$ cat src/rtl/intercon_arb_ctrl_pkg.sv
// intercon_arb_ctrl_pkg: shared master count, arbiter state encodings and default stall limit
package intercon_arb_ctrl_pkg;
    localparam int INTERCON_MASTER_NUM = 4;
    localparam int INTERCON_ARB_TIMEOUT = 255;
    typedef enum logic {
        INTERCON_ARB_IDLE = 1'b0,
        INTERCON_ARB_BUSY = 1'b1
    } arb_state_e;
endpackage

$ cat src/rtl/intercon_arb_ctrl_arbiter.sv
// intercon_arb_ctrl_arbiter: combinational round-robin pick of the nearest requester above the last grant
module intercon_arb_ctrl_arbiter #(
    parameter int N = 4
) (
    input  logic [N-1:0] req,
    input  logic [N-1:0] last,
    output logic [N-1:0] pick
);
    // Larger distances are visited first, so the nearest requester is the final write
    always_comb begin
        pick = '0;
        for (int k = N - 1; k >= 1; k--)
            for (int i = 0; i < N; i++)
                if (last[i] && req[(i + k) % N]) begin
                    pick = '0;
                    pick[(i + k) % N] = 1'b1;
                end
    end
endmodule

$ cat src/rtl/intercon_arb_ctrl.sv
// intercon_arb_ctrl: registered round-robin bus ownership and slave-side mux; stall timeout under INTERCON_ARB_TIMEOUT_EN
module intercon_arb_ctrl
    import intercon_arb_ctrl_pkg::*;
#(
    parameter int MASTER_NUM = INTERCON_MASTER_NUM,
    parameter int ADDR_WIDTH = 32,
    parameter int DATA_WIDTH = 32,
    parameter int TIMEOUT = INTERCON_ARB_TIMEOUT
) (
    input  logic                             clk_i,
    input  logic                             rst_i,
    input  logic [MASTER_NUM-1:0]            m_cyc_i,
    input  logic [MASTER_NUM-1:0]            m_stb_i,
    input  logic [MASTER_NUM-1:0]            m_we_i,
    input  logic [MASTER_NUM*ADDR_WIDTH-1:0] m_adr_i,
    input  logic [MASTER_NUM*DATA_WIDTH-1:0] m_dat_i,
    input  logic [MASTER_NUM*DATA_WIDTH/8-1:0] m_sel_i,
    output logic [MASTER_NUM-1:0]            m_ack_o,
    output logic [MASTER_NUM-1:0]            m_err_o,
    output logic [DATA_WIDTH-1:0]            m_dat_o,
    output logic                             s_cyc_o,
    output logic                             s_stb_o,
    output logic                             s_we_o,
    output logic [ADDR_WIDTH-1:0]            s_adr_o,
    output logic [DATA_WIDTH-1:0]            s_dat_o,
    output logic [DATA_WIDTH/8-1:0]          s_sel_o,
    input  logic                             s_ack_i,
    input  logic                             s_err_i,
    input  logic [DATA_WIDTH-1:0]            s_dat_i,
    output logic [MASTER_NUM-1:0]            grant_o,
    output logic                             busy_o,
    output logic                             timeout_o
);
    localparam int SW = DATA_WIDTH / 8;
    localparam logic [MASTER_NUM-1:0] LAST_RST = 1 << (MASTER_NUM - 1);

    arb_state_e state_q, state_d;
    logic [MASTER_NUM-1:0] grant_q, grant_d, last_q, last_d, rr_pick, pick;
    logic timeout;

    intercon_arb_ctrl_arbiter #(.N(MASTER_NUM)) u_arbiter (
        .req  (m_cyc_i),
        .last (last_q),
        .pick (rr_pick)
    );

    // A lone requester that also held the bus last is re-granted rather than starved
    assign pick = |rr_pick ? rr_pick : (m_cyc_i & last_q);

`ifdef INTERCON_ARB_TIMEOUT_EN
    logic [15:0] cnt_q;
    assign timeout = (state_q == INTERCON_ARB_BUSY) && (cnt_q == 16'(TIMEOUT));
    // Count strobed cycles without a slave response; any response or idle restarts it
    always_ff @(posedge clk_i)
        if (rst_i || state_q == INTERCON_ARB_IDLE || s_ack_i || s_err_i || timeout) cnt_q <= '0;
        else if (s_stb_o) cnt_q <= cnt_q + 16'd1;
`else
    assign timeout = 1'b0 & (TIMEOUT == 0);
`endif

    // Grant on request in IDLE; hold until the owner drops cyc or stalls out
    always_comb begin
        state_d = state_q;
        grant_d = grant_q;
        last_d  = last_q;
        if (state_q == INTERCON_ARB_IDLE) begin
            if (|m_cyc_i) begin
                grant_d = pick;
                state_d = INTERCON_ARB_BUSY;
            end
        end else if (!(|(m_cyc_i & grant_q)) || timeout) begin
            last_d  = grant_q;
            grant_d = '0;
            state_d = INTERCON_ARB_IDLE;
        end
    end

    // Ownership registers
    always_ff @(posedge clk_i)
        if (rst_i) begin
            state_q <= INTERCON_ARB_IDLE;
            grant_q <= '0;
            last_q  <= LAST_RST;
        end else begin
            state_q <= state_d;
            grant_q <= grant_d;
            last_q  <= last_d;
        end

    // One-hot AND-OR mux of the owner's request onto the slave side; all zero without an owner
    always_comb begin
        s_cyc_o = 1'b0;
        s_stb_o = 1'b0;
        s_we_o  = 1'b0;
        s_adr_o = '0;
        s_dat_o = '0;
        s_sel_o = '0;
        for (int i = 0; i < MASTER_NUM; i++) begin
            s_cyc_o = s_cyc_o | (m_cyc_i[i] & grant_q[i]);
            s_stb_o = s_stb_o | (m_stb_i[i] & grant_q[i]);
            s_we_o  = s_we_o | (m_we_i[i] & grant_q[i]);
            s_adr_o = s_adr_o | (m_adr_i[i*ADDR_WIDTH +: ADDR_WIDTH] & {ADDR_WIDTH{grant_q[i]}});
            s_dat_o = s_dat_o | (m_dat_i[i*DATA_WIDTH +: DATA_WIDTH] & {DATA_WIDTH{grant_q[i]}});
            s_sel_o = s_sel_o | (m_sel_i[i*SW +: SW] & {SW{grant_q[i]}});
        end
    end

    assign m_ack_o   = {MASTER_NUM{s_ack_i}} & grant_q;
    assign m_err_o   = {MASTER_NUM{s_err_i | timeout}} & grant_q;
    assign m_dat_o   = s_dat_i;
    assign grant_o   = grant_q;
    assign busy_o    = (state_q == INTERCON_ARB_BUSY);
    assign timeout_o = timeout;
endmodule

$ cat config.mk
export PLATFORM = sky130hd
export DESIGN_NAME = intercon_arb_ctrl
export DESIGN_NICKNAME = d
export VERILOG_FILES = /design/src/rtl/intercon_arb_ctrl_pkg.sv /design/src/rtl/intercon_arb_ctrl_arbiter.sv /design/src/rtl/intercon_arb_ctrl.sv
export SDC_FILE = /design/constraint.sdc
export NUM_CORES = 1
export LEC_CHECK = 0
export CAP_MARGIN = 20
export CORE_AREA = 2 2 172 174
export DETAILED_ROUTE_END_ITERATION = 6
export DIE_AREA = 0 0 174 176
export PLACE_DENSITY = 0.37
export SYNTH_ARGS = -nofsm -noshare
export SYNTH_HDL_FRONTEND = slang
export SYNTH_HIERARCHICAL = 1
export SYNTH_SLANG_ARGS = --single-unit
$ cat constraint.sdc
create_clock -name clk_i -period 2.1 [get_ports clk_i]
set_input_delay 0.315 -clock clk_i [delete_from_list [all_inputs] [get_ports clk_i]]
set_output_delay 0.315 -clock clk_i [all_outputs]
set_load 0.01 [all_outputs]
Yosys cells after proc, flatten, opt, wreduce, memory -nomap -nowiden
Cells that the tools add are included.
Widths: inputs -> output; s select.
- register bits after elaboration: 9
- bits of input ports: 320
- output and inout bits: 117
- logic and storage cells: 88
- equal/unequal tests: 1
- multiplexer cells: 19
- bitwise logic cells: 47
- reduce and logical (&&, ||, !) cells: 18
- operators by type and width (operator ; count):
    $and 32x32->32 ; 8
    $or 32x32->32 ; 6
    $mux 4 ; 16
    $and 4x4->4 ; 8
    $and 1x1->1 ; 12
    $logic_and 1x1->1 ; 12
    $or 4x4->4 ; 3
    $reduce_or 4->1 ; 3
    $or 1x1->1 ; 9
    $reduce_and 2->1 ; 2
    $mux 1 ; 3
    $ne 2x2->1 const B ; 1
    $reduce_bool 2->1 ; 1
    $not 1->1 ; 1

Longest topological paths before layout
- depth in word-level cells: 17
- depth in mapped cells: 6

Hierarchy
Netlist, hierarchy kept.
- by module, submodules not included (module ; instances ; cells each ; area an instance (µm²)):
    intercon_arb_ctrl ; 1 ; 330 ; 2178.3
    intercon_arb_ctrl_arbiter ; 1 ; 17 ; 112.6

Least setup slack after synthesis
OpenSTA, ideal clock, no wires.
- path kind: register to output
- from: reg grant_q[3] (netlist: grant_o[3])
- to: out s_adr_o[10]
- arrival time: 1078 ps
- required time: 1785 ps
- path slack: 707 ps
- stages on the path, launching flop included: 5
- path buffers: 2
- path through: dfxtp_1 buf_2 buf_1 a22oi_1 nand2_1
- word-level cells in the longest chain between the ends: 2
- ends and longest elaborated chain (item ; RTL line ; RTL):
    start: declaration ; intercon_arb_ctrl.sv:38 ; logic [MASTER_NUM-1:0] grant_q, grant_d, last_q, last_d, rr_pick, pick;
    start signal: assignment ; intercon_arb_ctrl.sv:86 ; grant_q <= grant_d;
    $and 32x32->32 ; intercon_arb_ctrl.sv:102 ; s_adr_o = s_adr_o | (m_adr_i[i*ADDR_WIDTH +: ADDR_WIDTH] & {ADDR_WIDTH{grant_q[i]}});
    $or 32x32->32 ; intercon_arb_ctrl.sv:102 ;
    end: declaration ; intercon_arb_ctrl.sv:24 ; output logic [ADDR_WIDTH-1:0] s_adr_o,
Every way passes these cells.

Worst setup path after layout
- from: reg grant_q[0] (netlist: grant_o[0])
- to: out s_dat_o[22]
- word-level cells in the longest chain between the ends: 4
- ends and longest elaborated chain (item ; RTL line ; RTL):
    $and 32x32->32 ; intercon_arb_ctrl.sv:103 ; s_dat_o = s_dat_o | (m_dat_i[i*DATA_WIDTH +: DATA_WIDTH] & {DATA_WIDTH{grant_q[i]}});
    $or 32x32->32 (3 in series) ; intercon_arb_ctrl.sv:103 ;
    end: declaration ; intercon_arb_ctrl.sv:25 ; output logic [DATA_WIDTH-1:0] s_dat_o,
Every way passes these cells.

==> results by group <==
Worst setup path
  – Crit. End Element: output pin
  – Critical-path top delay cell: clkdlybuf4s50_1
  – Worst-path fanout max: 18
  – Crit path arrival time: 1.73 ns
  – Most frequent CP cell: buf_12
  – Setup CP Type: flip-flop to output pin
  – WP data required: 1.78 ns
  – CP Cell Sequence: buf_12, buf_12, a22oi_1, nand2_1, clkdlybuf4s50_1
  – R2r startpoint: last_q[1]
  – Critical Path Max Stage Delay: 0.57 ns
  – Cell count along the critical path: 5
  – Element type at the critical path start: flip-flop
  – Number of cells on the worst reg-to-reg path: 6
  – Crit path from: grant_o[0]
  – Crit path max-delay family: buffers and inverters
  – WP buf/inv: 3

Final layout
  – Commonest cells after routing, fill and taps aside: clkdlybuf4s50_1, a22oi_1, nand2_1
  – Non-Filler Instances: 1,062
  – Fin util: 0.2269
  – Reg area: 185.2 um2
  – FILL cells: 3,197
  – Layout cell share with drive strength beyond 1: 0.04874
  – Leading cell type in the layout, fill and taps excluded: clkdlybuf4s50_1
  – Layout area overhead: 182.7%
  – Nets: 998
  – Multi-input logic area: 1719 um2

Logic synthesis
  – Cell count after synthesis: 347
  – EDFF count, synth: 0
  – Post-synthesis mux area share: 0.01748
  – Area contributors post-synth: a22oi_1, nand2_1, buf_4, dfxtp_1, buf_2
  – Register bit total from synthesis: 9
  – Sequential share of the synthesized area: 0.07865
  – Xor-xnor portion of the synthesized cell area: 0
  – Post-synthesis compound-gate area fraction: 0.5205
  – Yosys warns: 6
  – Synthesized Nets: 667
  – Ys async rst share: 0
  – Largest family of logic cells by synthesized area: compound AO/OA/AOI/OAI gates
  – Mapped Area: 2291 um2
  – Adder-cell share of the synthesized area: 0
  – Yosys top cell area share: 0.4686
  – Most used flip-flop cell after synthesis: dfxtp_1
  – Avg Cell Area, Syn: 6.602 um2
  – Synth Area in Simple Gates: 0.2043
  – Post-synth cell types: 27
  – Cell taking the most area after synthesis: a22oi_1

Place
  – RePlAce Congestion: 0.7012
  – I/O Buffers: 371
  – DP Worst Slack: 0.01434 ns
  – Placed cells: 1,057
  – Dpl hpwl: 14,940 um

Run status
  – Status: finished clean

Timing
  – Fin Clk Skew: 0.002568 ns
  – Tmin final: 2.040 ns
  – RSZ-0062 raised after global routing: no
  – TNS Setup: 0 ns
  – Final Setup Violations: 0
  – Slew Viols, Final: 0
  – Tcrit/Tclk final: 0.9716
  – Max Clk Rate: 0.4901 GHz
  – Final Hold Vio Count: 0
  – Final worst setup slack: 0.05965 ns

Floorplanning
  – Site row count: 62
  – Die width: 174 um
  – IO Pins: 437
  – Die footprint: 30,620 um2
  – Die Y: 176 um
  – Initial Util: 0.08025
  – Core area: 28,550 um2

Clock tree
  – H-tree levels: 1
  – Setup Buffers After CTS: 0
  – Clock sink total: 9
  – Worst-skew pair later-pin latency: 0.23 ns
  – CTS Buffer Depth: 2
  – Clk root buf: clkbuf_16
  – Clk slew on worst S/H paths: 0.04 ns
  – Num CTS Buffers: 3
  – CTS tree: built

Global routing
  – Number of global-route vias before repair: 4,399
  – Initial antenna violation count: 2
  – Grt peak-use layer: met2
  – Met3 Use GR: 0.02735
  – Tot GR Track Use: 0.1077
  – Largest net degree at the start of global routing: 43
  – Met1 Use GR: 0.1198
  – First-pass GRT wire length: 26,000 um
  – Grt ovf: 0
  – M2 GR Usage: 0.2050

Flow run
  – MaxCap Viol Count: 0

Detailed routing
  – Drt wl/cell: 16.85 um
  – Drt total wl: 17,890 um
  – DRT iter0 DRCs: 176
  – Drt first pass iters: 4
  – Vias: 4,107
  – Drc violations: 0
  – Vias per inst: 3.867
  – Routed Antenna Nets: 0

Pwr
  – Leakage power: 2.497 nW
  – Pwr dens: 338.8 nW/um2
  – Final Power: 2.194 mW
  – Peak VDD IR: 0.2104 mV

Worst hold path
  – Worst min-delay path class: flip-flop to flip-flop
  – Worst Hold Depth: 2
  – HP Start: busy_o
==> layout make-up <==
cell class	instances	share of cell area
diodes	1	0.0003864
inverters	2	0.001159
repair buffers	392	0.6180
flip-flops and latches	9	0.02859
multi-input cells	270	0.2655
clock buffers	4	0.01217
well taps	384	0.07419
==> per-stage QoR <==
step / hold WS [ns] / cell area, um2
final: 0.5103 / 6476
after floorplan: 0.3878 / 2291
after global placement: 0.5133 / 6361
after CTS: 0.5203 / 6445
after global routing: 0.5621 / 6474
after detailed placement: 0.5153 / 6361
==> metal layers <==
layer,share of wire,wire length [um],vias up
met2,0.52,9270,231
met3,0.084,1507,26
li1,-,-,1971
met4,0.021,371,0
met5,0,0,-
met1,0.38,6744,1879
==> synth_stat cells, types with 4 or more instances <==
master	count
a22oi_1	143
nand2_1	81
buf_4	33
buf_2	16
buf_1	10
dfxtp_1	9
and2_1	8
clkbuf_1	6
a21oi_1	5
nor2_1	5
mux2i_1	4
nor4b_1	4
o32ai_1	4
==> sequential cells by signal (all words and copies together) (netlist names) <==
register,count
last_q,4
busy_o,1
grant_o,4
==> worst min-delay path, cell delays in order, from the launching register on <==
cell and delay (ns):
dfxtp_1 0.34, inv_1 0.06, a211oi_1 0.05
==> power breakdown <==
part,leakage (nW),internal (mW),switching [mW]
clock,0.0382,0.253,0.0794
sequential,0.0753,0.186,0.0212
combinational,2.38,1.04,0.617
total,2.50,1.48,0.718
==> final timing paths <==
path,end,slack (ns)
max,s_dat_o[22],0.06
min,busy_o,0.51
max reg2reg,grant_o[1],0.51
min reg2reg,busy_o,0.51
==> cells by family after synthesis <==
group,Yosys count
flops,9
buf+inv,68
other cells,1
mux,4
compound gates,159
simple gates,106
==> repair_timing <==
item                       4_1_cts  5_1_grt
setup endpoints to repair        1       13
gates cloned                     0        0
hold buffers                     0        0
gates resized for setup          1        9
No activity file was read; power rests on OpenSTA's default activity.
